## src/rtl/phase_sequencer_pkg.sv

```systemverilog
// Shared types and constants for the phase sequencer: state encoding,
// counter widths and a phase-index width helper.
package phase_seq_pkg;

  typedef enum logic [1:0] {
    ST_IDLE   = 2'd0,
    ST_RUN    = 2'd1,
    ST_SETTLE = 2'd2,
    ST_DONE   = 2'd3
  } state_e;

  localparam int SETTLE_W = 8;
  localparam int WDOG_W   = 16;

  // Width of an index selecting one of n units; never narrower than 1 bit.
  function automatic int idx_w(input int n);
    return (n > 1) ? $clog2(n) : 1;
  endfunction

endpackage

```

## src/rtl/phase_sequencer_if.sv

```systemverilog
// Control/status bundle between top-level control (master) and the phase
// sequencer (slave).
interface phase_sequencer_if #(
  parameter int NUM_UNITS = 2,
  parameter int ITER_W    = 16
);
  import phase_seq_pkg::*;

  localparam int PH_W = idx_w(NUM_UNITS);

  logic                 start;
  logic                 abort;
  logic                 finish;
  logic                 halt_in;
  logic [NUM_UNITS-1:0] unit_reset;
  logic [PH_W-1:0]      phase;
  logic [ITER_W-1:0]    iter_count;
  logic                 busy;
  logic                 done;
  logic                 wdog_err;

  modport master (
    output start, abort, finish, halt_in,
    input  unit_reset, phase, iter_count, busy, done, wdog_err
  );

  modport slave (
    input  start, abort, finish, halt_in,
    output unit_reset, phase, iter_count, busy, done, wdog_err
  );

endinterface

```

## src/rtl/phase_sequencer_timer.sv

```systemverilog
// phase_timer: loadable down-counter with a zero flag; stops at zero and
// reloads whenever load_i is asserted (load wins over count).
module phase_timer #(
  parameter int W = 8
) (
  input  logic         clk,
  input  logic         rst_n,
  input  logic         load_i,
  input  logic [W-1:0] load_val_i,
  input  logic         en_i,
  output logic         zero_o
);

  logic [W-1:0] count_q;

  always_ff @(posedge clk or negedge rst_n) begin
    if (!rst_n) begin
      count_q <= '0;
    end else if (load_i) begin
      count_q <= load_val_i;
    end else if (en_i && (count_q != '0)) begin
      count_q <= count_q - W'(1);
    end else begin
      count_q <= count_q;
    end
  end

  assign zero_o = (count_q == '0);

endmodule

```

## src/rtl/phase_sequencer.sv

```systemverilog
// Releases one compute unit from reset at a time, with a settle gap between
// phases. Optional per-phase watchdog: define PHASE_WATCHDOG_EN.
module phase_sequencer
  import phase_seq_pkg::*;
#(
  parameter int NUM_UNITS     = 2,
  parameter int SETTLE_CYCLES = 4,
  parameter int ITER_W        = 16,
  parameter int MAX_ITER      = 0,
  parameter int WDOG_LIMIT    = 1024
) (
  input  logic               clk,
  input  logic               reset,
  phase_sequencer_if.slave   bus
);

  localparam int                   PH_W      = idx_w(NUM_UNITS);
  localparam logic [PH_W-1:0]      LAST_PH   = PH_W'(NUM_UNITS - 1);
  localparam logic [ITER_W-1:0]    MAX_IT    = ITER_W'(MAX_ITER);
  localparam logic [NUM_UNITS-1:0] MASK0     = ~NUM_UNITS'(1);
  localparam logic [SETTLE_W-1:0]  SETTLE_LD = SETTLE_W'((SETTLE_CYCLES > 0) ? SETTLE_CYCLES - 1 : 0);

  state_e               state_q;
  logic [PH_W-1:0]      phase_q;
  logic [ITER_W-1:0]    iter_q;
  logic [NUM_UNITS-1:0] unit_reset_q;
  logic                 busy_q, done_q, wdog_q;

  logic                 wrap_s, limit_hit_s, settle_zero_s, wd_fire_s;
  logic [PH_W-1:0]      next_phase_s;
  logic [ITER_W-1:0]    next_iter_s;
  logic [NUM_UNITS-1:0] run_mask_s;

  // Where the sequence goes when the current phase's gap has elapsed.
  always_comb begin
    wrap_s       = (phase_q == LAST_PH);
    next_phase_s = wrap_s ? '0 : phase_q + PH_W'(1);
    next_iter_s  = wrap_s ? iter_q + ITER_W'(1) : iter_q;
    limit_hit_s  = wrap_s && (MAX_IT != '0) && (next_iter_s == MAX_IT);
    run_mask_s   = '1;
    run_mask_s[next_phase_s] = 1'b0;
  end

  phase_timer #(.W(SETTLE_W)) u_settle (
    .clk        (clk),
    .rst_n      (reset),
    .load_i     ((state_q == ST_RUN) && bus.finish),
    .load_val_i (SETTLE_LD),
    .en_i       (state_q == ST_SETTLE),
    .zero_o     (settle_zero_s)
  );

`ifdef PHASE_WATCHDOG_EN
  logic wd_zero_s;

  // Reloaded outside RUN and on every finish, so each RUN phase starts a fresh budget.
  phase_timer #(.W(WDOG_W)) u_wdog (
    .clk        (clk),
    .rst_n      (reset),
    .load_i     ((state_q != ST_RUN) || bus.finish),
    .load_val_i (WDOG_W'(WDOG_LIMIT - 1)),
    .en_i       (state_q == ST_RUN),
    .zero_o     (wd_zero_s)
  );

  assign wd_fire_s = wd_zero_s;
`else
  assign wd_fire_s = 1'b0;
`endif

  always_ff @(posedge clk or negedge reset) begin
    if (!reset) begin
      state_q      <= ST_IDLE;
      phase_q      <= '0;
      iter_q       <= '0;
      unit_reset_q <= '1;
      busy_q       <= 1'b0;
      done_q       <= 1'b0;
      wdog_q       <= 1'b0;
    end else if (bus.abort) begin
      state_q      <= ST_IDLE;
      unit_reset_q <= '1;
      busy_q       <= 1'b0;
      done_q       <= 1'b0;
      wdog_q       <= 1'b0;
    end else begin
      case (state_q)
        ST_IDLE, ST_DONE: begin
          if (bus.start) begin
            state_q      <= ST_RUN;
            phase_q      <= '0;
            iter_q       <= '0;
            unit_reset_q <= MASK0;
            busy_q       <= 1'b1;
            done_q       <= 1'b0;
            wdog_q       <= 1'b0;
          end
        end
        ST_RUN: begin
          if (bus.halt_in) begin
            state_q      <= ST_DONE;
            unit_reset_q <= '1;
            busy_q       <= 1'b0;
            done_q       <= 1'b1;
          end else if (bus.finish) begin
            if (SETTLE_CYCLES == 0) begin
              state_q      <= limit_hit_s ? ST_DONE : ST_RUN;
              phase_q      <= next_phase_s;
              iter_q       <= next_iter_s;
              unit_reset_q <= limit_hit_s ? '1 : run_mask_s;
              busy_q       <= !limit_hit_s;
              done_q       <= limit_hit_s;
            end else begin
              state_q      <= ST_SETTLE;
              unit_reset_q <= '1;
            end
          end else if (wd_fire_s) begin
            state_q      <= ST_DONE;
            unit_reset_q <= '1;
            busy_q       <= 1'b0;
            done_q       <= 1'b1;
            wdog_q       <= 1'b1;
          end
        end
        ST_SETTLE: begin
          if (bus.halt_in) begin
            state_q      <= ST_DONE;
            busy_q       <= 1'b0;
            done_q       <= 1'b1;
          end else if (settle_zero_s) begin
            state_q      <= limit_hit_s ? ST_DONE : ST_RUN;
            phase_q      <= next_phase_s;
            iter_q       <= next_iter_s;
            unit_reset_q <= limit_hit_s ? '1 : run_mask_s;
            busy_q       <= !limit_hit_s;
            done_q       <= limit_hit_s;
          end
        end
        default: begin
          state_q      <= ST_IDLE;
          unit_reset_q <= '1;
          busy_q       <= 1'b0;
          done_q       <= 1'b0;
        end
      endcase
    end
  end

  assign bus.unit_reset = unit_reset_q;
  assign bus.phase      = phase_q;
  assign bus.iter_count = iter_q;
  assign bus.busy       = busy_q;
  assign bus.done       = done_q;
  assign bus.wdog_err   = wdog_q;

endmodule
```

## src/flat_wrapper.sv

```systemverilog
// flat-port wrapper written by rule: the top's interface ports become plain ports
module phase_sequencer_flat import phase_seq_pkg::*;
#(
  parameter int NUM_UNITS     = 2,
  parameter int SETTLE_CYCLES = 4,
  parameter int ITER_W        = 16,
  parameter int MAX_ITER      = 0,
  parameter int WDOG_LIMIT    = 1024
)
  (clk, reset, bus_start, bus_abort, bus_finish, bus_halt_in, bus_unit_reset, bus_phase, bus_iter_count, bus_busy, bus_done, bus_wdog_err);
  phase_sequencer_if #(.NUM_UNITS(NUM_UNITS), .ITER_W(ITER_W)) bus_i ();
  input  logic clk;
  input  logic reset;
  input wire logic [$bits(bus_i.start)-1:0] bus_start;
  input wire logic [$bits(bus_i.abort)-1:0] bus_abort;
  input wire logic [$bits(bus_i.finish)-1:0] bus_finish;
  input wire logic [$bits(bus_i.halt_in)-1:0] bus_halt_in;
  output wire logic [$bits(bus_i.unit_reset)-1:0] bus_unit_reset;
  output wire logic [$bits(bus_i.phase)-1:0] bus_phase;
  output wire logic [$bits(bus_i.iter_count)-1:0] bus_iter_count;
  output wire logic [$bits(bus_i.busy)-1:0] bus_busy;
  output wire logic [$bits(bus_i.done)-1:0] bus_done;
  output wire logic [$bits(bus_i.wdog_err)-1:0] bus_wdog_err;
  assign bus_i.start = bus_start;
  assign bus_i.abort = bus_abort;
  assign bus_i.finish = bus_finish;
  assign bus_i.halt_in = bus_halt_in;
  assign bus_unit_reset = bus_i.unit_reset;
  assign bus_phase = bus_i.phase;
  assign bus_iter_count = bus_i.iter_count;
  assign bus_busy = bus_i.busy;
  assign bus_done = bus_i.done;
  assign bus_wdog_err = bus_i.wdog_err;
  phase_sequencer #(.NUM_UNITS(NUM_UNITS), .SETTLE_CYCLES(SETTLE_CYCLES), .ITER_W(ITER_W), .MAX_ITER(MAX_ITER), .WDOG_LIMIT(WDOG_LIMIT)) u_core (.clk(clk), .reset(reset), .bus(bus_i));
endmodule
```

## config.mk

```make
export PLATFORM = sky130hd
export DESIGN_NAME = phase_sequencer_flat
export DESIGN_NICKNAME = d
export VERILOG_FILES = /design/src/rtl/phase_sequencer_pkg.sv /design/src/rtl/phase_sequencer_if.sv /design/src/rtl/phase_sequencer_timer.sv /design/src/rtl/phase_sequencer.sv /design/src/flat_wrapper.sv
export SDC_FILE = /design/constraint.sdc
export NUM_CORES = 1
export LEC_CHECK = 0
export CELL_PAD_IN_SITES_DETAIL_PLACEMENT = 0
export CELL_PAD_IN_SITES_GLOBAL_PLACEMENT = 1
export CORE_ASPECT_RATIO = 0.7
export CORE_MARGIN = 1.5
export CORE_UTILIZATION = 40
export CTS_BUF_LIST = sky130_fd_sc_hd__clkbuf_4 sky130_fd_sc_hd__clkbuf_8 sky130_fd_sc_hd__clkbuf_16
export CTS_CLUSTER_DIAMETER = 60
export CTS_CLUSTER_SIZE = 30
export DETAILED_ROUTE_END_ITERATION = 8
export PLACE_DENSITY = 0.79
export RECOVER_POWER = 50
export SLEW_MARGIN = 40
export SYNTH_ARGS = -nofsm -noshare
export SYNTH_HDL_FRONTEND = slang
export SYNTH_HIERARCHICAL = 1
export SYNTH_SLANG_ARGS = --single-unit
```

## constraint.sdc

```tcl
create_clock -name clk -period 4.4 [get_ports clk]
set_clock_uncertainty 0.1 [all_clocks]
set_input_delay 0.88 -clock clk [delete_from_list [all_inputs] [get_ports clk]]
set_output_delay 0.88 -clock clk [all_outputs]
set_load 0.01 [all_outputs]
```

# Word-level counts from Yosys, hierarchy flattened
# Index checks and enable logic that the tools add are counted.
[classes] n_mux=41 n_reduce_logical=17 bitwise=2 n_lt_le_gt_ge=2 n_eq_ne=13 n_addsub=3
[op_table] op="$mux 16" n=4
[op_table] op="$pmux 16 s2" n=1
[op_table] op="$mux 2" n=12
[op_table] op="$add 16x1->16 const B" n=1
[op_table] op="$mux 1" n=16
[op_table] op="$mux 8" n=2
[op_table] op="$pmux 2 s3" n=2
[op_table] op="$ne 3x3->1 const B" n=3
[op_table] op="$logic_not 8->1" n=1
[op_table] op="$reduce_bool 2->1" n=4
[op_table] op="$reduce_bool 8->1" n=1
[op_table] op="$sub 8x1->8 const B" n=1
[op_table] op="$pmux 1 s3" n=2
[op_table] op="$reduce_and 3->1" n=2
[op_table] op="$reduce_and 6->1" n=1
[op_table] op="$reduce_and 5->1" n=1
[op_table] op="$eq 2x2->1 const B" n=2
[op_table] op="$ne 2x1->1 const B" n=2
[op_table] op="$ne 2x2->1 const B" n=2
[op_table] op="$ne 4x3->1 const B" n=1
[op_table] op="$ne 4x4->1 const B" n=1
[op_table] op="$reduce_and 4->1" n=1
[op_table] op="$logic_and 1x1->1" n=3
[op_table] op="$ne 3x2->1 const B" n=1
[op_table] op="11 further kinds" n=11
[word_totals] elab_cells=86 regBits=32 output_inout_bits=22

# Longest topological paths before layout
# Gate-level depths: netlist (run 1).
[logic_depth] word_depth=11 ltp_mapped=10 depth_no_buf=8

# Cells and area by module
# Netlist (run 1), hierarchy kept.
[by_module_without_submodules] module="phase_sequencer" area_each_um2=1407.6 cells_per_inst=147 instances=1
[by_module_without_submodules] module="phase_timer" area_each_um2=545.5 cells_per_inst=60 instances=1

# Least setup slack after synthesis (run 1)
# Ideal clock, no wire load.
[synth_timing] path_kind="register to register" startpoint="register u_core.u_settle.count_q[0]" endpoint="register u_core.iter_q[12] (netlist: u_core/bus.iter_count[12])" setup_ps=77 path_slack_ps=1943 stages_incl_launch_ff=10 t_arrival_ps=2279 synth_period_minus_slack_ps=2457 path_cell_list="dfrtp_1 > inv_1 > ha_1 > or3b_2 > nor2_1 > and3_4 > o211ai_4 > buf_6 > or4_1 > a21oi_1"
[synth_between] elab_chain_cells=3
[synth_lines] element="start: declaration" line="phase_sequencer_timer.sv:14" rtl="logic [W-1:0] count_q;"
[synth_lines] element="start signal: assignment" line="phase_sequencer_timer.sv:20" rtl="count_q <= load_val_i;"
[synth_lines] element="start signal: assignment" line="phase_sequencer_timer.sv:22" rtl="count_q <= count_q - W'(1);"
[synth_lines] element="start signal: assignment" line="phase_sequencer_timer.sv:24" rtl="count_q <= count_q;"
[synth_lines] element="$logic_not 8->1" line="phase_sequencer_timer.sv:28" rtl="assign zero_o = (count_q == '0);"
[synth_lines] element="via u_core.settle_zero_s" line="phase_sequencer.sv:29" rtl="logic wrap_s, limit_hit_s, settle_zero_s, wd_fire_s;"
[synth_lines] element="$ne 2x1->1 (no line)"
[synth_lines] element="$reduce_and 6->1 (no line)"
[synth_lines] element="end signal: assignment" line="phase_sequencer.sv:109" rtl="iter_q <= next_iter_s;"
[synth_lines] element="end signal: assignment" line="phase_sequencer.sv:133" rtl="iter_q <= next_iter_s;"
[synth_lines] element="end: declaration" line="phase_sequencer.sv:25" rtl="logic [ITER_W-1:0] iter_q;"
# The timed path passes the listed nets, and every way through them passes these cells.
# A chain may end at the register's enable or synchronous reset.

# Worst setup path after layout (run 1)
[layout_timing] startpoint="register u_core.u_settle.count_q[0]" endpoint="register u_core.iter_q[14] (netlist: u_core/bus.iter_count[14])"
# Same word-level chain as after synthesis.

==> metrics.md, run 1 <==
| Metric | Value |
|---|---|
| IO Count | 28 |
| CTS Buf Count | 5 |
| Post-route cell area | 2351 um2 |
| Root buffer cell | clkbuf_8 |
| Max Root-Sink Buffers | 2 |
| Seq/Total Area, Yosys | 39.85% |
| First-pass GRT wire length | 6824 um |
| Worst-path cell chain | inv_1 -> ha_1 -> or3b_2 -> nor2_1 -> and3_4 -> o211ai_4 -> or4_1 -> a21oi_1 |
| Final setup TNS | 0 ns |
| Register share of total power | 38.2% |
| Post-DR vias/cell | 5.547 |
| Critical Path Slowest Stage Cell | or4_1 |
| Fmax | 354.8 MHz |
| # rows | 21 |
| Fin crit share | 64.05% |
| Vias | 1,642 |
| Period minus WS final | 2.818 ns |
| Logic pwr share | 39.9% |
| Commonest cells in the netlist | 29 x dfrtp_1, 16 x a21oi_1, 15 x nand2_1, 11 x nand3_1 |
| Worst-path fanout max | 31 |
| CTS tree | done |
| Max H-tree Level | 2 |
| # port buffers | 26 |
| CP Capture Type | flip-flop |
| DIE AREA | 5318 um2 |
| CP startpoint kind | flip-flop |
| Core area | 4730 um2 |
| Final Non-Filler Cells | 296 |
| Post-CTS resize count | 0 |
| Hold_buf cts | 0 |
| Final WL | 4265 um |
| Synth area leader | dfrtp_1 |
| Area Overhead vs Synth | 20.37% |
| Antenna violations before repair | 0 |
| DRT iter0 DRCs | 72 |
| Mean Syn Cell Area | 9.435 um2 |
| Syn Std Cell Area | 1953 um2 |
| Sw power | 0.4297 mW |
| Total grt overflow | 0 |
| Net Sw Frac | 38.50% |
| RSZ-0062 raised after global routing | false |
| P_leak | 0.9372 nW |
| GRT Util Overall | 17.00% |
| Relative slew slack | -13.53% |
| CP Class | flip-flop to flip-flop |
| Flop2flop setup slack | 1.58 ns |
| Vias in the first global route | 1,343 |
| Slowest stage delay, CP | 0.58 ns |
| Most frequent cell after synthesis | dfrtp_1 |
| Max_cap viols | 1 |
| Status | finished with violations |
| Least-Margin Pin Slew | 1.703 ns |
| Internal power | 0.6864 mW |
| 1st-pass router iterations | 5 |
| # diodes | 0 |
| Post-synth top flop | dfrtp_1 |
| WP data arrival | 2.93 ns |
| Distinct cell type count after synthesis | 56 |
| Worst-path clk slew | 0.07 ns |
| Residual DRC | 0 |
| Die height | 61.47 um |
| Chip width | 86.52 um |
| Pwr per Cell Area | 474.7 nW/um2 |
| Final Util | 49.71% |
| DP Area | 2255 um2 |
| Endpoints failing hold | 0 |
| Hpwl dp | 2974 um |
| # fillers | 454 |
| Post-synthesis register bit count | 31 |
| Antenna-violating nets left | 0 |
| Inst Count DP | 288 |
| GPL Wtd Cong | 0.7528 |
| Worst skew pair latency | 0.29 ns |
| Largest net degree at the start of global routing | 32 |
| Critical path required time | 4.51 ns |
| Clock sink count | 31 |
| EDFF count, synth | 0 |
| Synth warnings | 6 |
| Initial core utilization | 41.30% |
| Power Total | 1.116 mW |
| Share of cells above drive strength 1 | 10.04% |
| Clk pwr share | 22.0% |
| Max VDD drop | 261.6 uV |
| Async SR Flop Fraction | 100.0% |
| Synth area leaders | dfrtp_1 37%, ha_1 4.5%, a21oi_1 4.1% |
| Worst Hold Class | flip-flop to flip-flop |
| Max-slew violations | 32 |
| Failing checks | max-capacitance violations, max-slew violations |
| Synth top area share | 37.16% |
| Setup-failing EPs final | 0 |
| Synthesized instance count | 207 |
| Buffer count from post-CTS setup fixing | 0 |
| Final-stage net count | 251 |
| Mean routed wirelength per cell | 14.41 um |
[worst max-delay path: cells and delay by family (launching register included)]
family,cells,cell delay (ns)
adder cells (fa/ha/maj),1,0.20
AO/OA/AOI/OAI,2,0.39
flip-flops,1,0.41
AND/OR/NAND/NOR,4,1.52
buffers and inverters,1,0.12
[cell usage in the layout, fill, tap and decap left out, types with 2 or more instances in the layout]
master / n
conb_1: 9
or4_1: 10
and4_1: 2
dfrtp_1: 29
dfstp_2: 2
a211o_1: 2
o311ai_0: 2
a31oi_1: 2
clkdlybuf4s50_1: 16
o211ai_1: 2
and3_1: 2
nand2_1: 15
and2_1: 2
dlygate4sd3_1: 10
o21a_1: 2
nand3_1: 11
nor3_1: 3
clkbuf_8: 6
o21ai_0: 10
o31ai_1: 7
o31a_1: 3
ha_1: 7
mux2_2: 4
nor2b_1: 2
inv_1: 9
a2111oi_0: 2
nor2_1: 6
or3_1: 4
a21oi_1: 16
nand4_1: 4
a2bb2oi_1: 2
nand2b_1: 4
or3b_2: 2
nor3b_1: 3
nor4_1: 2
or2_2: 2
[metrics by stage]
step                      worst slack, ns  hold slack, ns
final                               1.582          0.3691
after global routing                1.311          0.3927
after CTS                           1.577          0.3712
after detailed placement            1.437          0.3604
after global placement              1.503          0.3617
after floorplan                     1.943          0.3739
[cell type report]
| cell class | instances | area (um2) | share of cell area [%] |
|---|---|---|---|
| clock inverter | 1 | 5.005 | 0.2129 |
| clock buffer | 7 | 90.09 | 3.832 |
| multi-input combinational | 163 | 1105 | 46.99 |
| timing repair buffer | 27 | 264.0 | 11.23 |
| tap | 57 | 71.32 | 3.034 |
| sequential | 31 | 778.2 | 33.10 |
| inverter | 10 | 37.54 | 1.597 |
[power groups by stage]
stage | Clock, mW | Sequential, mW | Combinational (mW)
floorplan | 0 | 0.423 | 0.336
global placement | 0 | 0.429 | 0.445
detailed placement | 0 | 0.430 | 0.446
CTS | 0.254 | 0.425 | 0.447
global route | 0.264 | 0.440 | 0.498
finish | 0.245 | 0.426 | 0.445
[per-layer routing]
metal  track usage [%]  vias to the layer above  wire length [um]
met5                 0                        -                 0
met4             6.912                        0                25
met3             4.558                        4               178
met2             21.88                       31              1672
met1             26.17                      768              2388
li1                  -                      839                 -
[state kept, by name, summed over array words and instances (netlist names)]
| register | count |
|---|---|
| u_core/bus.busy | 1 |
| u_core/bus.done | 1 |
| u_core/bus.iter_count | 16 |
| u_core/bus.phase | 1 |
| u_core/bus.unit_reset | 2 |
| u_core/state_q | 2 |
| u_core/u_settle/count_q | 8 |
[path summary, 6_finish.rpt]
check,from,endpoint,depth (start not counted)
worst min register to register,u_core/bus.unit_reset[1],u_core/bus.unit_reset[1],2
worst max-delay path,u_core/u_settle/count_q[0],u_core/bus.iter_count[14],8
max in group asynchronous,reset,u_core/bus.busy,2
worst min-delay path,u_core/bus.unit_reset[1],u_core/bus.unit_reset[1],2
worst max register to register,u_core/u_settle/count_q[0],u_core/bus.iter_count[14],8
min in group asynchronous,reset,u_core/bus.iter_count[13],2
[kinds of logic (layout without fill, tap and decap cells)]
kind of cell	after synthesis	in the layout	synth area share, %
simple gates	80	80	24.47
mux	6	6	3.395
fa+ha+maj	7	7	4.484
buf+inv	20	45	5.189
other cells	2	9	0.3845
compound gates	61	61	22.23
flops	31	31	39.85
Note: power is estimated with default switching activity, not from simulation.
==> inputs of run 2 (changes only) <==
clock period = 2.6 ns   (was 4.4 ns; I/O delays follow)
==> metrics.md, run 2 (synthesis gave the netlist of run 1 again) <==
| Metric | Value |
|---|---|
| GRT Util Overall | 17.72% (was 17.00%) |
| Max_cap viols | 0 (was 1) |
| Commonest non-fill, non-tap cell in the layout | dfrtp_1 (unchanged) |
| RSZ-0062 raised after global routing | false (unchanged) |
| Chip width | 86.52 um (unchanged) |
| WP data arrival | 2.51 ns (was 2.93 ns) |
| Worst skew pair latency | 0.28 ns (was 0.29 ns) |
| Antenna violations before repair | 0 (unchanged) |
| # rows | 21 (unchanged) |
| Antenna-violating nets left | 0 (unchanged) |
| Share of cells above drive strength 1 | 19.46% (was 10.04%) |
| IO Count | 28 (unchanged) |
| Worst Hold Class | flip-flop to flip-flop (unchanged) |
| Largest net degree at the start of global routing | 32 (unchanged) |
| Max reg flops | 16 (unchanged) |
| Max VDD drop | 408.3 uV (was 261.6 uV) |
| CP Capture Type | flip-flop (unchanged) |
| Initial core utilization | 41.30% (unchanged) |
| Total grt overflow | 0 (unchanged) |
| Top Family by Delay on Critical Path | simple AND/OR/NAND/NOR gates (unchanged) |
| 1st-pass router iterations | 4 (was 5) |
| First-pass GRT wire length | 7189 um (was 6824 um) |
| CTS Buf Count | 5 (unchanged) |
| Fin crit share | 92.50% (was 64.05%) |
| Hold path depth | 2 (unchanged) |
| Max Root-Sink Buffers | 2 (unchanged) |
| Least-Margin Pin Slew | 0.7873 ns (was 1.703 ns) |
| # fillers | 448 (was 454) |
| Core area | 4730 um2 (unchanged) |
| Status | finished, final reports clean (was finished with violations) |
| Hold path startpoint | u_core/bus.unit_reset[1] (unchanged) |
| WP buf/inv | 1 (unchanged) |
| GPL Wtd Cong | 0.8134 (was 0.7528) |
| Final WL | 4715 um (was 4265 um) |
| Reg2reg path depth | 8 (unchanged) |
| Worst-path clk slew | 0.07 ns (about the same) |
| Most frequent cells in the layout | 29 x dfrtp_1, 16 x buf_4, 15 x clkdlybuf4s50_1, 15 x nand2_1, 12 x a21oi_1 (was 29 x dfrtp_1, 16 x clkdlybuf4s50_1, 16 x a21oi_1, 15 x nand2_1, 11 x nand3_1) |
| Hold Crit Endpoint | u_core/bus.unit_reset[1] (unchanged) |
| Fmax | 415.8 MHz (was 354.8 MHz) |
| Vias in the first global route | 1,467 (was 1,343) |
| DIE AREA | 5318 um2 (unchanged) |
| DRT iter0 DRCs | 78 (was 72) |
| Pwr per Cell Area | 819.7 nW/um2 (was 474.7 nW/um2) |
| Final Non-Filler Cells | 314 (was 296) |
| CTS tree | done (unchanged) |
| Period minus WS final | 2.405 ns (was 2.818 ns) |
| # diodes | 0 (unchanged) |
| Residual DRC | 0 (unchanged) |
| Hpwl dp | 3209 um (was 2974 um) |
| Post-DR vias/cell | 5.561 (was 5.547) |
| Area Overhead vs Synth | 30.30% (was 20.37%) |
| P_leak | 1.032 nW (was 0.9372 nW) |
| Flop2flop setup slack | 0.19 ns (was 1.58 ns) |
| Final-stage net count | 269 (was 251) |
| Slowest stage delay, CP | 0.55 ns (was 0.58 ns) |
| CP startpoint kind | flip-flop (unchanged) |
| Inst Count DP | 304 (was 288) |
| # port buffers | 26 (unchanged) |
| Critical path required time | 2.71 ns (was 4.51 ns) |
| RR Endpoint | u_core/bus.iter_count[9] (was u_core/bus.iter_count[14]) |
| Mean routed wirelength per cell | 15.02 um (was 14.41 um) |
| Worst-path cell chain | inv_1 -> ha_2 -> or3b_4 -> nor2_4 -> and3_4 -> o211ai_4 -> or4_4 -> a21oi_2 (was inv_1 -> ha_1 -> or3b_2 -> nor2_1 -> and3_4 -> o211ai_4 -> or4_1 -> a21oi_1) |
| CP Class | flip-flop to flip-flop (unchanged) |
| Root buffer cell | clkbuf_8 (unchanged) |
| Vias | 1,746 (was 1,642) |
| Critical Path Slowest Stage Cell | or4_4 (was or4_1) |
| Clock sink count | 31 (unchanged) |
| Final setup TNS | 0 ns (unchanged) |
| Relative slew slack | 47.51% (was -13.53%) |
| Die height | 61.47 um (unchanged) |
| Endpoints failing hold | 0 (unchanged) |
| Max H-tree Level | 2 (unchanged) |
| RR Startpoint | u_core/u_settle/count_q[1] (was u_core/u_settle/count_q[0]) |
| Worst-path fanout max | 6 (was 31) |
| Max-slew violations | 0 (was 32) |
| Setup-failing EPs final | 0 (unchanged) |
-- run 2: cell count changes in the layout (fill, tap and decap cells not counted), moves of 2 or more --
| cell | change |
|---|---|
| buf_4 | +16 |
| a21oi_1 | -4 |
| a21oi_2 | +4 |
| or4_1 | -2 |
| or4_4 | +2 |
-- run 2: final cells by class --
| class | instances | area [um2] | share of cell area [%] |
|---|---|---|---|
| sequential | 31 | 778.2 | 30.58 |
| tap | 57 | 71.32 | 2.802 |
| timing repair buffer | 43 | 385.4 | 15.14 |
| inverter | 10 | 37.54 | 1.475 |
| clock buffer | 8 | 103.9 | 4.081 |
| multi-input combinational | 165 | 1169 | 45.92 |
-- run 2: repair_timing --
action | in CTS | in global routing
setup endpoints to repair | 0 | 8
resized for setup | 0 | 11
hold buffers | 0 | 0
buffers inserted | 0 | 0
-- run 2: report_power, final --
part	switching (mW)	internal [mW]
clock network	0.188	0.252
registers	0.0906	0.601
logic	0.515	0.439
total	0.793	1.29
-- run 2: stage by stage --
step	hold WS [ns]	area [um2]	setup WS [ns]	power, mW	util [%]
6_report	0.3762	2545	0.1949	2.086	53.81
5_1_grt	0.4009	2545	0.1112	2.249	53.81
4_1_cts	0.3846	2479	0.004081	2.041	52.41
3_5_place_dp	0.3729	2375	0.02060	1.590	50.21
3_3_place_gp	0.3588	2375	0.08947	1.582	50.21
2_1_floorplan	0.1244	1979	0.1434	1.285	-
-- run 2: tightest hold or removal path: stages, from the launching register on --
cell and delay, ns:
dfstp_2 0.37, inv_1 0.04, mux2i_1 0.06
-- run 2: worst max path at each step --
stage                                     startpoint                         to  slack, ns  cells after the start
after floorplan           u_core/u_settle/count_q[0]  u_core/bus.iter_count[12]       0.14                      9
after global placement    u_core/u_settle/count_q[1]  u_core/bus.iter_count[12]       0.09                      8
after detailed placement  u_core/u_settle/count_q[1]  u_core/bus.iter_count[10]       0.02                      8
after CTS                 u_core/u_settle/count_q[1]   u_core/bus.iter_count[9]      0.004                      8
after global routing      u_core/u_settle/count_q[0]  u_core/bus.iter_count[11]       0.11                      8
final                     u_core/u_settle/count_q[1]   u_core/bus.iter_count[9]       0.19                      8
-- run 2: per-layer routing --
layer	wire length, um	up-vias	track usage [%]
li1	-	890	-
met1	2670	822	27.50
met2	1881	32	23.88
met3	143	2	4.155
met4	19	0	5.530
met5	0	-	0
